**config.mk**
```make
export PLATFORM = sky130hd
export DESIGN_NAME = tx_frame_ctrl_flat
export DESIGN_NICKNAME = d
export VERILOG_FILES = /design/src/rtl/hdb3_pkg.sv /design/src/rtl/tx_frame_ctrl_if.sv /design/src/rtl/bit_rate_div.sv /design/src/rtl/tx_frame_ctrl.sv /design/src/flat_wrapper.sv
export SDC_FILE = /design/constraint.sdc
export NUM_CORES = 1
export LEC_CHECK = 0
export ABC_AREA = 1
export CAP_MARGIN = 20
export CELL_PAD_IN_SITES_DETAIL_PLACEMENT = 1
export CELL_PAD_IN_SITES_GLOBAL_PLACEMENT = 2
export CORE_MARGIN = 3
export CORE_UTILIZATION = 33
export DETAILED_ROUTE_END_ITERATION = 6
export MAX_ROUTING_LAYER = met4
export PLACE_DENSITY = 0.86
export SYNTH_ARGS = -nofsm -noshare
export SYNTH_HDL_FRONTEND = slang
export SYNTH_HIERARCHICAL = 1
export SYNTH_SLANG_ARGS = --single-unit
```
**constraint.sdc**
```tcl
create_clock -name clk -period 2.5 [get_ports clk]
set_clock_uncertainty 0.2 [all_clocks]
set_input_delay 0.5 -clock clk [delete_from_list [all_inputs] [get_ports clk]]
set_output_delay 0.5 -clock clk [all_outputs]
set_load 0.02 [all_outputs]
```
**src/rtl/hdb3_pkg.sv**
```systemverilog
// Shared definitions for the HDB3 transmit path: framing FSM state encoding
// and default line-rate / sync-word settings.
package hdb3_pkg;

  typedef enum logic [1:0] {
    ST_IDLE    = 2'd0,
    ST_SYNC    = 2'd1,
    ST_PAYLOAD = 2'd2,
    ST_GAP     = 2'd3
  } state_e;

  localparam int unsigned CLK_DIV_DEF   = 8;
  localparam logic [7:0]  SYNC_WORD_DEF = 8'hE4;
  localparam int unsigned FRAME_CNT_W   = 16;
  localparam int unsigned IDX_W         = 32;

endpackage

```
**src/rtl/tx_frame_ctrl_if.sv**
```systemverilog
// Control, bit-source and line-side signals of the transmit framing controller.
//   start/stop/cont : framing control (bench/host -> controller)
//   src_req/src_data: payload bit request / returned bit
//   bit_out/bit_stb/in_sync: line bit, update strobe, sync-bit flag
//   busy/frame_done/frame_cnt: framing status
interface tx_frame_ctrl_if;
  import hdb3_pkg::*;

  logic                   start;
  logic                   stop;
  logic                   cont;
  logic                   src_req;
  logic                   src_data;
  logic                   bit_out;
  logic                   bit_stb;
  logic                   in_sync;
  logic                   busy;
  logic                   frame_done;
  logic [FRAME_CNT_W-1:0] frame_cnt;

  // Host / bit source side
  modport master (
    output start, stop, cont, src_data,
    input  src_req, bit_out, bit_stb, in_sync, busy, frame_done, frame_cnt
  );

  // Framing controller side
  modport slave (
    input  start, stop, cont, src_data,
    output src_req, bit_out, bit_stb, in_sync, busy, frame_done, frame_cnt
  );

endinterface

```
**src/rtl/bit_rate_div.sv**
```systemverilog
// Line bit-period divider: counts 0..CLK_DIV-1 while enabled.
//   clk, rst_n : clock, async active-low reset
//   clr        : force count to 0 (takes priority over en)
//   en         : count enable
//   tick       : count is at CLK_DIV-1 (last clock of a bit period)
//   pre_tick   : count is at CLK_DIV-2 (one clock before tick)
module bit_rate_div #(
  parameter int unsigned CLK_DIV = 8
) (
  input  logic clk,
  input  logic rst_n,
  input  logic clr,
  input  logic en,
  output logic tick,
  output logic pre_tick
);

  localparam int unsigned CNT_W = $clog2(CLK_DIV);

  logic [CNT_W-1:0] div_cnt_q;
  logic [CNT_W-1:0] div_cnt_d;

  assign tick     = en && (div_cnt_q == CNT_W'(CLK_DIV - 1));
  assign pre_tick = en && (div_cnt_q == CNT_W'(CLK_DIV - 2));

  // Next count
  always_comb begin
    div_cnt_d = div_cnt_q;
    if (clr) begin
      div_cnt_d = '0;
    end else if (en) begin
      div_cnt_d = tick ? '0 : div_cnt_q + CNT_W'(1);
    end
  end

  // Count register
  always_ff @(posedge clk or negedge rst_n) begin
    if (!rst_n) begin
      div_cnt_q <= '0;
    end else begin
      div_cnt_q <= div_cnt_d;
    end
  end

endmodule

```
**src/rtl/tx_frame_ctrl.sv**
```systemverilog
// Transmit framing controller: emits sync word, payload (pulled bit by bit
// from the source) and a zero gap, one bit per CLK_DIV clocks, in one-shot
// or continuous mode.
//   clk, rst_n : clock, async active-low reset
//   bus        : control, source and line signals (tx_frame_ctrl_if.slave)
// A bit period ends on a divider tick; the bit belonging to that period is
// loaded into bit_out on that tick, so the frame ends on the tick that loads
// its final bit.
module tx_frame_ctrl
  import hdb3_pkg::*;
#(
  parameter int unsigned CLK_DIV     = CLK_DIV_DEF,
  parameter logic [31:0] SYNC_WORD   = 32'(SYNC_WORD_DEF),
  parameter int unsigned SYNC_LEN    = 8,
  parameter int unsigned PAYLOAD_LEN = 16,
  parameter int unsigned GAP_LEN     = 4
) (
  input  logic           clk,
  input  logic           rst_n,
  tx_frame_ctrl_if.slave bus
);

  state_e                 state_q, state_d;
  logic [IDX_W-1:0]       idx_q, idx_d;
  logic                   bit_out_q, bit_out_d;
  logic                   bit_stb_q, bit_stb_d;
  logic                   in_sync_q, in_sync_d;
  logic                   busy_q, busy_d;
  logic                   frame_done_q, frame_done_d;
  logic [FRAME_CNT_W-1:0] frame_cnt_q, frame_cnt_d;
  logic                   stop_pend_q, stop_pend_d;

  logic                   tick;
  logic                   pre_tick;
  logic                   div_clr_c;
  logic                   frame_end_c;
  logic                   src_req_c;
  logic [4:0]             sync_sel_c;

  bit_rate_div #(
    .CLK_DIV (CLK_DIV)
  ) u_div (
    .clk      (clk),
    .rst_n    (rst_n),
    .clr      (div_clr_c),
    .en       (busy_q),
    .tick     (tick),
    .pre_tick (pre_tick)
  );

  // Sync word is sent MSB first
  assign sync_sel_c = 5'(SYNC_LEN - 1) - idx_q[4:0];

  // Request lands one clock before the tick that captures src_data
  assign src_req_c = pre_tick && (state_q == ST_PAYLOAD);

  // Next-state and output logic
  always_comb begin
    state_d      = state_q;
    idx_d        = idx_q;
    bit_out_d    = bit_out_q;
    bit_stb_d    = 1'b0;
    in_sync_d    = in_sync_q;
    busy_d       = busy_q;
    frame_done_d = 1'b0;
    frame_cnt_d  = frame_cnt_q;
    stop_pend_d  = stop_pend_q;
    div_clr_c    = 1'b0;
    frame_end_c  = 1'b0;

    if (busy_q && bus.stop) begin
      stop_pend_d = 1'b1;
    end

    unique case (state_q)
      ST_IDLE: begin
        if (bus.start) begin
          state_d     = ST_SYNC;
          idx_d       = '0;
          busy_d      = 1'b1;
          div_clr_c   = 1'b1;
          stop_pend_d = bus.stop;
        end
      end
      ST_SYNC: begin
        if (tick) begin
          bit_out_d = SYNC_WORD[sync_sel_c];
          in_sync_d = 1'b1;
          bit_stb_d = 1'b1;
          if (idx_q == IDX_W'(SYNC_LEN - 1)) begin
            state_d = ST_PAYLOAD;
            idx_d   = '0;
          end else begin
            idx_d = idx_q + IDX_W'(1);
          end
        end
      end
      ST_PAYLOAD: begin
        if (tick) begin
          bit_out_d = bus.src_data;
          in_sync_d = 1'b0;
          bit_stb_d = 1'b1;
          if (idx_q == IDX_W'(PAYLOAD_LEN - 1)) begin
            idx_d = '0;
            if (GAP_LEN == 0) begin
              frame_end_c = 1'b1;
            end else begin
              state_d = ST_GAP;
            end
          end else begin
            idx_d = idx_q + IDX_W'(1);
          end
        end
      end
      ST_GAP: begin
        if (tick) begin
          bit_out_d = 1'b0;
          in_sync_d = 1'b0;
          bit_stb_d = 1'b1;
          if (idx_q == IDX_W'(GAP_LEN - 1)) begin
            frame_end_c = 1'b1;
          end else begin
            idx_d = idx_q + IDX_W'(1);
          end
        end
      end
      default: state_d = ST_IDLE;
    endcase

    // Frame boundary: count it, then either chain the next frame or go idle.
    // A stop arriving on this very clock still prevents the next frame.
    if (frame_end_c) begin
      frame_done_d = 1'b1;
      frame_cnt_d  = frame_cnt_q + FRAME_CNT_W'(1);
      idx_d        = '0;
      if (bus.cont && !stop_pend_d) begin
        state_d = ST_SYNC;
      end else begin
        state_d     = ST_IDLE;
        busy_d      = 1'b0;
        stop_pend_d = 1'b0;
      end
    end
  end

  // State and output registers
  always_ff @(posedge clk or negedge rst_n) begin
    if (!rst_n) begin
      state_q      <= ST_IDLE;
      idx_q        <= '0;
      bit_out_q    <= 1'b0;
      bit_stb_q    <= 1'b0;
      in_sync_q    <= 1'b0;
      busy_q       <= 1'b0;
      frame_done_q <= 1'b0;
      frame_cnt_q  <= '0;
      stop_pend_q  <= 1'b0;
    end else begin
      state_q      <= state_d;
      idx_q        <= idx_d;
      bit_out_q    <= bit_out_d;
      bit_stb_q    <= bit_stb_d;
      in_sync_q    <= in_sync_d;
      busy_q       <= busy_d;
      frame_done_q <= frame_done_d;
      frame_cnt_q  <= frame_cnt_d;
      stop_pend_q  <= stop_pend_d;
    end
  end

  assign bus.src_req    = src_req_c;
  assign bus.bit_out    = bit_out_q;
  assign bus.bit_stb    = bit_stb_q;
  assign bus.in_sync    = in_sync_q;
  assign bus.busy       = busy_q;
  assign bus.frame_done = frame_done_q;
  assign bus.frame_cnt  = frame_cnt_q;

endmodule

```
**src/flat_wrapper.sv**
```systemverilog
// flat-port wrapper written by rule: the top's interface ports become plain ports
module tx_frame_ctrl_flat import hdb3_pkg::*;
#(
  parameter int unsigned CLK_DIV     = CLK_DIV_DEF,
  parameter logic [31:0] SYNC_WORD   = 32'(SYNC_WORD_DEF),
  parameter int unsigned SYNC_LEN    = 8,
  parameter int unsigned PAYLOAD_LEN = 16,
  parameter int unsigned GAP_LEN     = 4
)
  (clk, rst_n, bus_start, bus_stop, bus_cont, bus_src_data, bus_src_req, bus_bit_out, bus_bit_stb, bus_in_sync, bus_busy, bus_frame_done, bus_frame_cnt);
  tx_frame_ctrl_if bus_i ();
  input  logic clk;
  input  logic rst_n;
  input wire logic [$bits(bus_i.start)-1:0] bus_start;
  input wire logic [$bits(bus_i.stop)-1:0] bus_stop;
  input wire logic [$bits(bus_i.cont)-1:0] bus_cont;
  input wire logic [$bits(bus_i.src_data)-1:0] bus_src_data;
  output wire logic [$bits(bus_i.src_req)-1:0] bus_src_req;
  output wire logic [$bits(bus_i.bit_out)-1:0] bus_bit_out;
  output wire logic [$bits(bus_i.bit_stb)-1:0] bus_bit_stb;
  output wire logic [$bits(bus_i.in_sync)-1:0] bus_in_sync;
  output wire logic [$bits(bus_i.busy)-1:0] bus_busy;
  output wire logic [$bits(bus_i.frame_done)-1:0] bus_frame_done;
  output wire logic [$bits(bus_i.frame_cnt)-1:0] bus_frame_cnt;
  assign bus_i.start = bus_start;
  assign bus_i.stop = bus_stop;
  assign bus_i.cont = bus_cont;
  assign bus_i.src_data = bus_src_data;
  assign bus_src_req = bus_i.src_req;
  assign bus_bit_out = bus_i.bit_out;
  assign bus_bit_stb = bus_i.bit_stb;
  assign bus_in_sync = bus_i.in_sync;
  assign bus_busy = bus_i.busy;
  assign bus_frame_done = bus_i.frame_done;
  assign bus_frame_cnt = bus_i.frame_cnt;
  tx_frame_ctrl #(.CLK_DIV(CLK_DIV), .SYNC_WORD(SYNC_WORD), .SYNC_LEN(SYNC_LEN), .PAYLOAD_LEN(PAYLOAD_LEN), .GAP_LEN(GAP_LEN)) u_core (.clk(clk), .rst_n(rst_n), .bus(bus_i));
endmodule
```
==> run metrics, run 1 <==
via count of the first global-routing pass 4784; Crit Path Class register to register; Int Pwr 2.64 mW; Worst-path clk slew 60 ps; sequential power share 24.6%; Synth Area per Inst 6.43 µm²; worst path required time 2530 ps; largest net degree at the start of global routing 43; Yosys warning total 6; Die W 121 µm; drt first pass iters 5; top-area cell type share of the netlist area 33.7%; final setup vio count 0; DR WL/cell 16.8 µm; layout cells sized above 1 8.72%; Worst Path Buf+Inv 4; biggest area consumer among synthesized cells dfrtp_1; Crit Path Max Fanout 11; Net Sw Power 1.84 mW; clock sinks 59; die area 0.0147 mm²; Worst Hold Class register to register; worst skew pair latency 330 ps; Ports 28; Vias 4633; Max-slew headroom 65.8%; FF+latch count, synth 59; Starting Density 34.2%; CTS Root Cell clkbuf_16; Area contributors post-synth dfrtp_1 34%, nand2_1 21%, nand3_1 8.8%; Final WS setup 129 ps; total of max-cap violations 0; P&R area growth vs syn 22.4%; final wirelength 15200 µm; CP Cell Sequence ha_1, ha_2, nand2_1, inv_1, nand3_1, nor2_2, nand2_2, nor2_4, nand2_4, a21oi_4, buf_12, buf_8, nand2_1, nand2_1, inv_1; Fillers 1680; CTS tree done; RSZ-0062 raised after global routing false; H-tree Lvls 3; Power Dens Cells 835 mW/mm²; routability cong. 0.821; cell at the slowest stage of the critical path dfrtp_1; antenna violations before repair 0; status finished clean; sequential-to-total area share from yosys stat 33.7%; row count 41; Top cell by count, worst path nand2_1; number of synthesized flops with an enable pin 0; drt first-iter violations 268; final worst path period need 2370 ps; Distinct cells, synth 35; Lkg Pwr 2.54 nW; number of CTS-inserted buffers 9; Worst path top cell family by delay simple AND/OR/NAND/NOR gates; grt total ovfl 0; synthesized area 0.00438 mm²; # DRC 0; synthesized instance count 682; Worst setup SP type register; first-pass GRT wire length 24400 µm; main flop type after synthesis dfrtp_1; die height 121 µm; Comb power frac 43.6%; Sw Share 41.1%; Place WS 119 ps; async set-reset flop share out of synthesis 100%; most frequent cell after synthesis nand2_1; part of the cycle the worst path needs 94.8%; net count after synthesis 700; Layout Nets 748; Peak Freq 422 MHz; n_diodes 0; Post-synth top cells 248 x nand2_1, 94 x nor2_1, 77 x nand3_1; arrival time worst endpoint 2400 ps; Final Hold Fails 0; Via density 5.11; Worst Tran Pin Value 514 ps; antenna-violating nets left 0; setup_tns 0 ps; Core ar. 0.0128 mm²; clock power share 31.8%; CP max stage delay 340 ps; global-route usage over all layers 22.0%; CP Capture Type register; max-slew violations 0; VDD IR-drop max 0.000430 V; clock buffer depth 2; Post-DP HPWL 11200 µm; I/O Buffers 27
-- kinds of logic after synthesis --
group           Yosys count  synth area share (%)
fa+ha+maj                12                  3.42
xor+xnor                 20                  4.00
buf+inv                  95                  9.22
flops                    59                  33.7
simple gates            448                  42.6
compound gates           48                  7.05
-- area by class of cell --
type                    count  area [µm²]  share of cell area, %
multi-input cells         528        2520                   46.9
flip-flops and latches     59        1480                   27.5
repair buffers             54         531                   9.88
inverters                  78         298                   5.55
clock buffers              10         229                   4.27
well taps                 172         215                   4.01
clock inverters             5         103                   1.91
-- final timing paths --
path	startpoint	endpoint	slack, ps	depth (start not counted)
max	u_core/u_div/div_cnt_q[0]$_DFFE_PN0P_	u_core/idx_q[30]$_DFFE_PN0P_	130	15
min	u_core/bus.in_sync$_DFFE_PN0P_	u_core/bus.in_sync$_DFFE_PN0P_	290	2
max reg2reg	u_core/u_div/div_cnt_q[0]$_DFFE_PN0P_	u_core/idx_q[30]$_DFFE_PN0P_	130	15
min reg2reg	u_core/bus.in_sync$_DFFE_PN0P_	u_core/bus.in_sync$_DFFE_PN0P_	290	2
max in group asynchronous	rst_n	u_core/idx_q[2]$_DFFE_PN0P_	990	3
min in group asynchronous	rst_n	u_core/idx_q[27]$_DFFE_PN0P_	490	2
-- flip-flops by register name, summed over array words and instances, names as in the netlist --
signal / flops
u_core/bus.bit_out: 1
u_core/bus.frame_cnt: 16
u_core/bus.busy: 1
u_core/bus.frame_done: 1
u_core/bus.in_sync: 1
u_core/stop_pend_q: 1
u_core/state_q: 2
u_core/idx_q: 32
u_core/u_div/div_cnt_q: 3
u_core/bus.bit_stb: 1
-- layout by cell type (no fill, tap or decap), drive strengths merged, types with 2 or more instances in the layout --
cell type / n
ha: 12
clkdlybuf4s50: 25
inv: 77
nand3: 78
xor2: 13
a21oi: 7
o21bai: 5
nand2: 251
bufinv: 3
nand3b: 2
clkbuf: 11
xnor2: 7
a31oi: 13
nor3: 6
nand4: 9
buf: 26
nor2: 100
o21ai: 13
dfrtp: 59
o211ai: 10
clkinv: 2
-- power groups by stage --
stage | Sequential (mW) | Clock, mW | Combinational [mW]
2_1_floorplan | 1.13 | 0 | 1.08
3_3_place_gp | 1.12 | 0 | 1.62
3_5_place_dp | 1.12 | 0 | 1.67
4_1_cts | 1.11 | 1.46 | 1.69
5_1_grt | 1.12 | 1.51 | 2.12
6_report | 1.10 | 1.43 | 1.95
-- metrics by stage --
step	instances	hold slack, ps	power, mW	utilization, %	instance area, µm²
after detailed placement	886	287	2.79	38.5	4930
after floorplan	682	4.41	2.21	-	4380
final	906	293	4.48	41.9	5370
after global routing	906	314	4.75	41.9	5370
after global placement	886	280	2.74	38.5	4930
after CTS	902	297	4.26	41.1	5270
-- repair_timing --
item / 4_1_cts / 5_1_grt
buffers inserted: 0 / 3
gates cloned: 0 / 1
pin swaps: 0 / 1
endpoints found under the setup margin: 1 / 25
endpoints found under the hold margin: 17 / 0
gates resized for setup: 1 / 11
hold buffers: 1 / 0
-- layer usage --
layer  up-vias  wire (µm)  share of wire, %  track usage (%)
met5         -          0                 0                -
met4         0        196               1.3             6.37
met2        82       7580                50             36.3
met3        15        553               3.6             2.80
met1      2280       6860                45             28.4
li1       2256          -                 -                -
-- worst min-delay path, cell delays in order (launching register included) --
cell and delay, ps:
dfrtp_1 350, nand2_1 50, o21ai_0 60
No activity file was read; power rests on OpenSTA's default activity.
==> inputs of run 2 (changes only) <==
Settings changed: SETUP_SLACK_MARGIN set to 0.5.
==> run 2 against run 1 <==
Sequential share of layout area fell by 2.2 points. Setup slack improved by 65 ps. Via count is 0.93% higher. Register-to-register slack better by 70 ps. Die area unchanged. Count of clock-buffer cells in the layout shrank 1. Sequential power is essentially flat. Wire length is 3.9% higher. Critical path type unchanged.
==> run metrics, run 2 (same netlist as run 1, synthesis figures left out) <==
total power 4.93 mW; CP max stage delay 380 ps; CP Capture Type register; final core utilization 45.6%; part of the cycle the worst path needs 92.2%; clock buffer depth 2; RSZ-0062 raised after global routing true; Worst Hold Class register to register; FF/Latch Area 0.00148 mm²; arrival time worst endpoint 2350 ps; n_diodes 0; Worst setup SP type register; Crit Path Class register to register; routability cong. 0.886; final setup vio count 0; drt first pass iters 4; row count 41; Placed Area 0.00497 mm²; Power Dens Cells 844 mW/mm²; total of max-cap violations 0; Ports 28; Peak Freq 434 MHz; Reg with most FFs u_core/idx_q; die area 0.0147 mm²; via count of the first global-routing pass 4892; max-slew violations 0; VDD IR-drop max 0.000517 V; antenna violations before repair 0; CTS tree done; CTS Root Cell clkbuf_16; Worst Tran Pin Value 443 ps; first-pass GRT wire length 25700 µm; Worst-path clk slew 60 ps; Final Hold Fails 0; P&R area growth vs syn 33.2%; global-route usage over all layers 23.0%; drt first-iter violations 281; I/O Buffers 27; Lkg Pwr 2.75 nW; number of CTS-inserted buffers 9; Layout Nets 764; commonest non-fill, non-tap cell in the layout nand2_1; Vias 4676; Fillers 1670; final wirelength 15800 µm; Die W 121 µm; commonest cells after routing, fill and taps aside 232 x nand2_1, 89 x nor2_1, 63 x inv_1, 57 x dfrtp_1, 48 x nand3_1; Worst path top cell family by delay simple AND/OR/NAND/NOR gates; max reg flops 32; Crit Path Max Fanout 6; worst path required time 2540 ps; H-tree Lvls 3; DR WL/cell 17.1 µm; CP Cell Sequence ha_2, ha_4, nand2_4, inv_4, nand3_4, nor2_4, nand2_2, nor2_4, nand2_4, a21oi_4, buf_12, buf_8, nand2_4, nand2_2, inv_2; Post-DP HPWL 11100 µm; die height 121 µm; Via density 5.07; antenna-violating nets left 0; Starting Density 34.2%; layout cells sized above 1 20.1%; design area 0.00584 mm²; status finished clean; cell at the slowest stage of the critical path dfrtp_1; Top cell by count, worst path nand2_4; multi-input logic area 0.00286 mm²; final worst path period need 2310 ps; grt total ovfl 0; worst skew pair latency 350 ps; setup_tns 0 ps; largest net degree at the start of global routing 32; # DRC 0; Max-slew headroom 70.5%; Worst Path Buf+Inv 4; clock sinks 59; Core ar. 0.0128 mm²
==> run 2: changes by cell type in the layout (fill, tap and decap cells not counted), moves of 8 or more <==
cell,previous run,this run
nand3_1,76,48
nand3_2,2,26
nand2_2,3,14
inv_1,71,63
nand2_1,247,232
buf_4,20,30
clkdlybuf4s50_1,25,5
dlygate4sd2_1,1,19
==> run 2: layout make-up <==
cell class / count / area share (%)
repair buffers: 70 / 11.5
well taps: 172 / 3.68
multi-input cells: 528 / 49.0
flip-flops and latches: 59 / 25.3
inverters: 78 / 5.38
clock inverters: 7 / 1.33
clock buffers: 9 / 3.86
==> run 2: report_power, final <==
group | leakage, nW | internal, mW | total [mW] | switching (mW)
combinational | 1.80 | 0.917 | 2.54 | 1.62
sequential | 0.799 | 1.03 | 1.11 | 0.0727
clock | 0.146 | 0.778 | 1.29 | 0.510
total | 2.75 | 2.73 | 4.93 | 2.20
==> run 2: path summary, 6_finish.rpt <==
path / slack (ps) / to / cells after the start / start
worst max-delay path: 190 / u_core/idx_q[31]$_DFFE_PN0P_ / 15 / u_core/u_div/div_cnt_q[1]$_DFFE_PN0P_
worst min-delay path: 290 / u_core/bus.in_sync$_DFFE_PN0P_ / 2 / u_core/bus.in_sync$_DFFE_PN0P_
worst max register to register: 190 / u_core/idx_q[31]$_DFFE_PN0P_ / 15 / u_core/u_div/div_cnt_q[1]$_DFFE_PN0P_
worst min register to register: 290 / u_core/bus.in_sync$_DFFE_PN0P_ / 2 / u_core/bus.in_sync$_DFFE_PN0P_
max in group asynchronous: 1120 / u_core/state_q[0]$_DFFE_PN0P_ / 3 / rst_n
min in group asynchronous: 310 / u_core/idx_q[26]$_DFFE_PN0P_ / 2 / rst_n
==> run 2: worst register-to-register path, stage by stage (launching register included) <==
cell and delay (ps):
dfrtp_1 380, ha_2 210, ha_4 150, nand2_4 60, inv_4 70, nand3_4 80, nor2_4 110, nand2_2 70
nor2_4 110, nand2_4 90, a21oi_4 180, buf_12 190, buf_8 140, nand2_4 50, nand2_2 80, inv_2 30
==> run 2: what timing repair did <==
action,4_1_cts,5_1_grt
pin swaps,32,35
hold buffers,1,0
buffers inserted,9,8
cloned,2,0
hold endpoints to repair,4,0
endpoints found under the setup margin,68,55
resized for setup,77,55
==> run 2: metrics by stage <==
step                hold WS, ps  instances  setup WS [ps]
finish                      290        923            194
global route                334        923           77.4
CTS                         294        915            237
detailed placement          140        887           91.0
global placement            140        887            209
floorplan                  4.41        682            336
==> run 2: per-layer routing <==
metal	routed length [µm]	global-route usage, %
met1	7100	29.5
met2	7750	37.3
met3	641	2.80
met4	286	9.10
met5	0	-
==> inputs of run 3 (changes only) <==
--- a/constraint.sdc
+++ b/constraint.sdc
@@ -4,2 +4,2 @@
 set_output_delay 0.5 -clock clk [all_outputs]
-set_load 0.02 [all_outputs]
+set_load 0.05 [all_outputs]
==> run 3 against run 2 <==
Register-to-register slack about the same. Maximum frequency decreased by 0.42%. Setup slack got worse by 9.7 ps. Via count increased by 4.6%. Sequential power about the same. Count of clock-buffer cells in the layout unchanged. First-iteration DRC count increased by 41%. Non-clock buffer count increased by 11. Die area unchanged. Critical path depth decreased by 6. Flip-flop and latch count unchanged. Wire length increased by 7.6%. Critical endpoint is now bus_src_req. Largest cell class unchanged.
==> run metrics, run 3 (same netlist as run 1, synthesis figures left out) <==
first-pass GRT wire length 26800 µm; part of the cycle the worst path needs 92.6%; n_diodes 0; Die W 121 µm; commonest non-fill, non-tap cell in the layout nand2_1; FF-to-FF End u_core/idx_q[1]$_DFFE_PN0P_; row count 41; Reg with most FFs u_core/idx_q; max-slew violations 0; layout cells sized above 1 24.3%; Worst Tran Pin Value 497 ps; Comb power frac 55.9%; final setup vio count 0; final worst path period need 2320 ps; die area 0.0147 mm²; CTS tree done; VDD IR-drop max 0.000453 V; Layout Nets 775; Max-slew headroom 67.0%; worst r2r path cells 15; Power Dens Cells 902 mW/mm²; CTS Root Cell clkbuf_16; # DRC 0; Int Pwr 3.06 mW; max reg flops 32; sequential power share 20.3%; Critical Path Sink bus_src_req; drt first pass iters 5; Lkg Pwr 2.74 nW; commonest cells after routing, fill and taps aside 230 x nand2_1, 86 x nor2_1, 64 x inv_1, 51 x nand3_1, 51 x dfrtp_1; total of max-cap violations 0; global-route usage over all layers 24.2%; Final Hold Fails 0; Crit Path Class register to primary output; Core ar. 0.0128 mm²; number of CTS-inserted buffers 9; Worst setup SP type register; Starting Density 34.2%; Crit Path Max Fanout 2; antenna-violating nets left 0; CP Capture Type primary output; Net Sw Power 2.42 mW; arrival time worst endpoint 1620 ps; design area 0.00607 mm²; drt first-iter violations 396; die height 121 µm; I/O Buffers 27; RSZ-0062 raised after global routing true; final wirelength 17000 µm; clock buffer depth 2; grt total ovfl 0; Peak Freq 432 MHz; clock sinks 59; via count of the first global-routing pass 5021; Ports 28; routability cong. 0.885; Placed Area 0.00499 mm²; crit path launch u_core/u_div/div_cnt_q[0]$_DFFE_PN0P_; Post-DP HPWL 11100 µm; final core utilization 47.3%; worst path required time 1800 ps; worst skew pair latency 350 ps; Via density 5.23; Worst-path clk slew 60 ps; P&R area growth vs syn 38.4%; setup_tns 0 ps; H-tree Lvls 3; DR WL/cell 18.2 µm; clock power share 23.7%; Vias 4889; Sw Share 44.2%; r2r startpoint u_core/u_div/div_cnt_q[0]$_DFFE_PN0P_; Worst Hold Class register to register; status finished clean; largest net degree at the start of global routing 60; internal reg-to-reg setup slack 200 ps; antenna violations before repair 0
## run 3: changes by cell type in the layout (fill, tap and decap cells not counted), moves of 4 or more
cell	change
clkdlybuf4s15_1	+4
dlygate4sd2_1	-15
nand3_2	-4
dfrtp_1	-6
buf_12	+5
dfrtp_2	+6
clkdlybuf4s15_2	+5
clkbuf_2	+8
## run 3: through the flow
step | hold slack [ps] | std cells | power, mW | setup slack (ps)
floorplan | 4.41 | 682 | 2.29 | 335
global placement | 272 | 884 | 2.82 | 215
detailed placement | 286 | 884 | 2.88 | 85.8
CTS | 295 | 926 | 5.27 | 248
global route | 341 | 934 | 5.69 | 94.3
finish | 308 | 934 | 5.47 | 184
## run 3: layer usage
metal  GRT usage (%)  vias to the layer above  wire length, µm  part of all wire [%]
li1                -                     2322                -                     -
met1            30.9                     2398             7540                    44
met2            39.9                      132             8200                    48
met3            3.87                       37              760                   4.5
met4            7.00                        0              493                   2.9
met5               -                        -                0                     0
## run 3: final cells by class
type	count	area, µm²
clock buffers	9	225
clock inverters	7	76.3
fillers	1623	6760
inverters	78	314
multi-input cells	528	2900
flip-flops and latches	59	1490
well taps	172	215
repair buffers	81	853
## run 3: power groups by stage
stage          Sequential (mW)  Clock (mW)  Combinational, mW
4_1_cts                   1.10        1.32               2.85
6_report                  1.11        1.30               3.06
2_1_floorplan             1.17           0               1.12
3_3_place_gp              1.12           0               1.71
3_5_place_dp              1.13           0               1.75
5_1_grt                   1.12        1.37               3.20
## run 3: critical path, stage by stage, from the launching register on
cell,delay (ps)
dfrtp_1,410
buf_4,150
buf_6,110
inv_4,50
ha_4,100
nand2_1,60
nor2_2,90
nand2_2,80
clkinvlp_4,90
buf_12,130
## run 3: what timing repair did
action / CTS / global route
gates cloned: 4 / 0
setup endpoints to repair: 72 / 64
buffers inserted: 21 / 8
hold buffers: 1 / 0
gates resized for setup: 118 / 46
endpoints found under the hold margin: 51 / 0
pin swaps: 30 / 23
## run 3: worst min path at each step
| stage | startpoint | to | cells past startpoint |
|---|---|---|---|
| after floorplan | rst_n | u_core/bus.bit_out$_DFFE_PN0P_ | 0 |
| final | u_core/bus.in_sync$_DFFE_PN0P_ | u_core/bus.in_sync$_DFFE_PN0P_ | 2 |
| after detailed placement | u_core/bus.in_sync$_DFFE_PN0P_ | u_core/bus.in_sync$_DFFE_PN0P_ | 2 |
| after global routing | u_core/bus.in_sync$_DFFE_PN0P_ | u_core/bus.in_sync$_DFFE_PN0P_ | 2 |
| after global placement | u_core/bus.in_sync$_DFFE_PN0P_ | u_core/bus.in_sync$_DFFE_PN0P_ | 2 |
| after CTS | u_core/bus.in_sync$_DFFE_PN0P_ | u_core/bus.in_sync$_DFFE_PN0P_ | 2 |
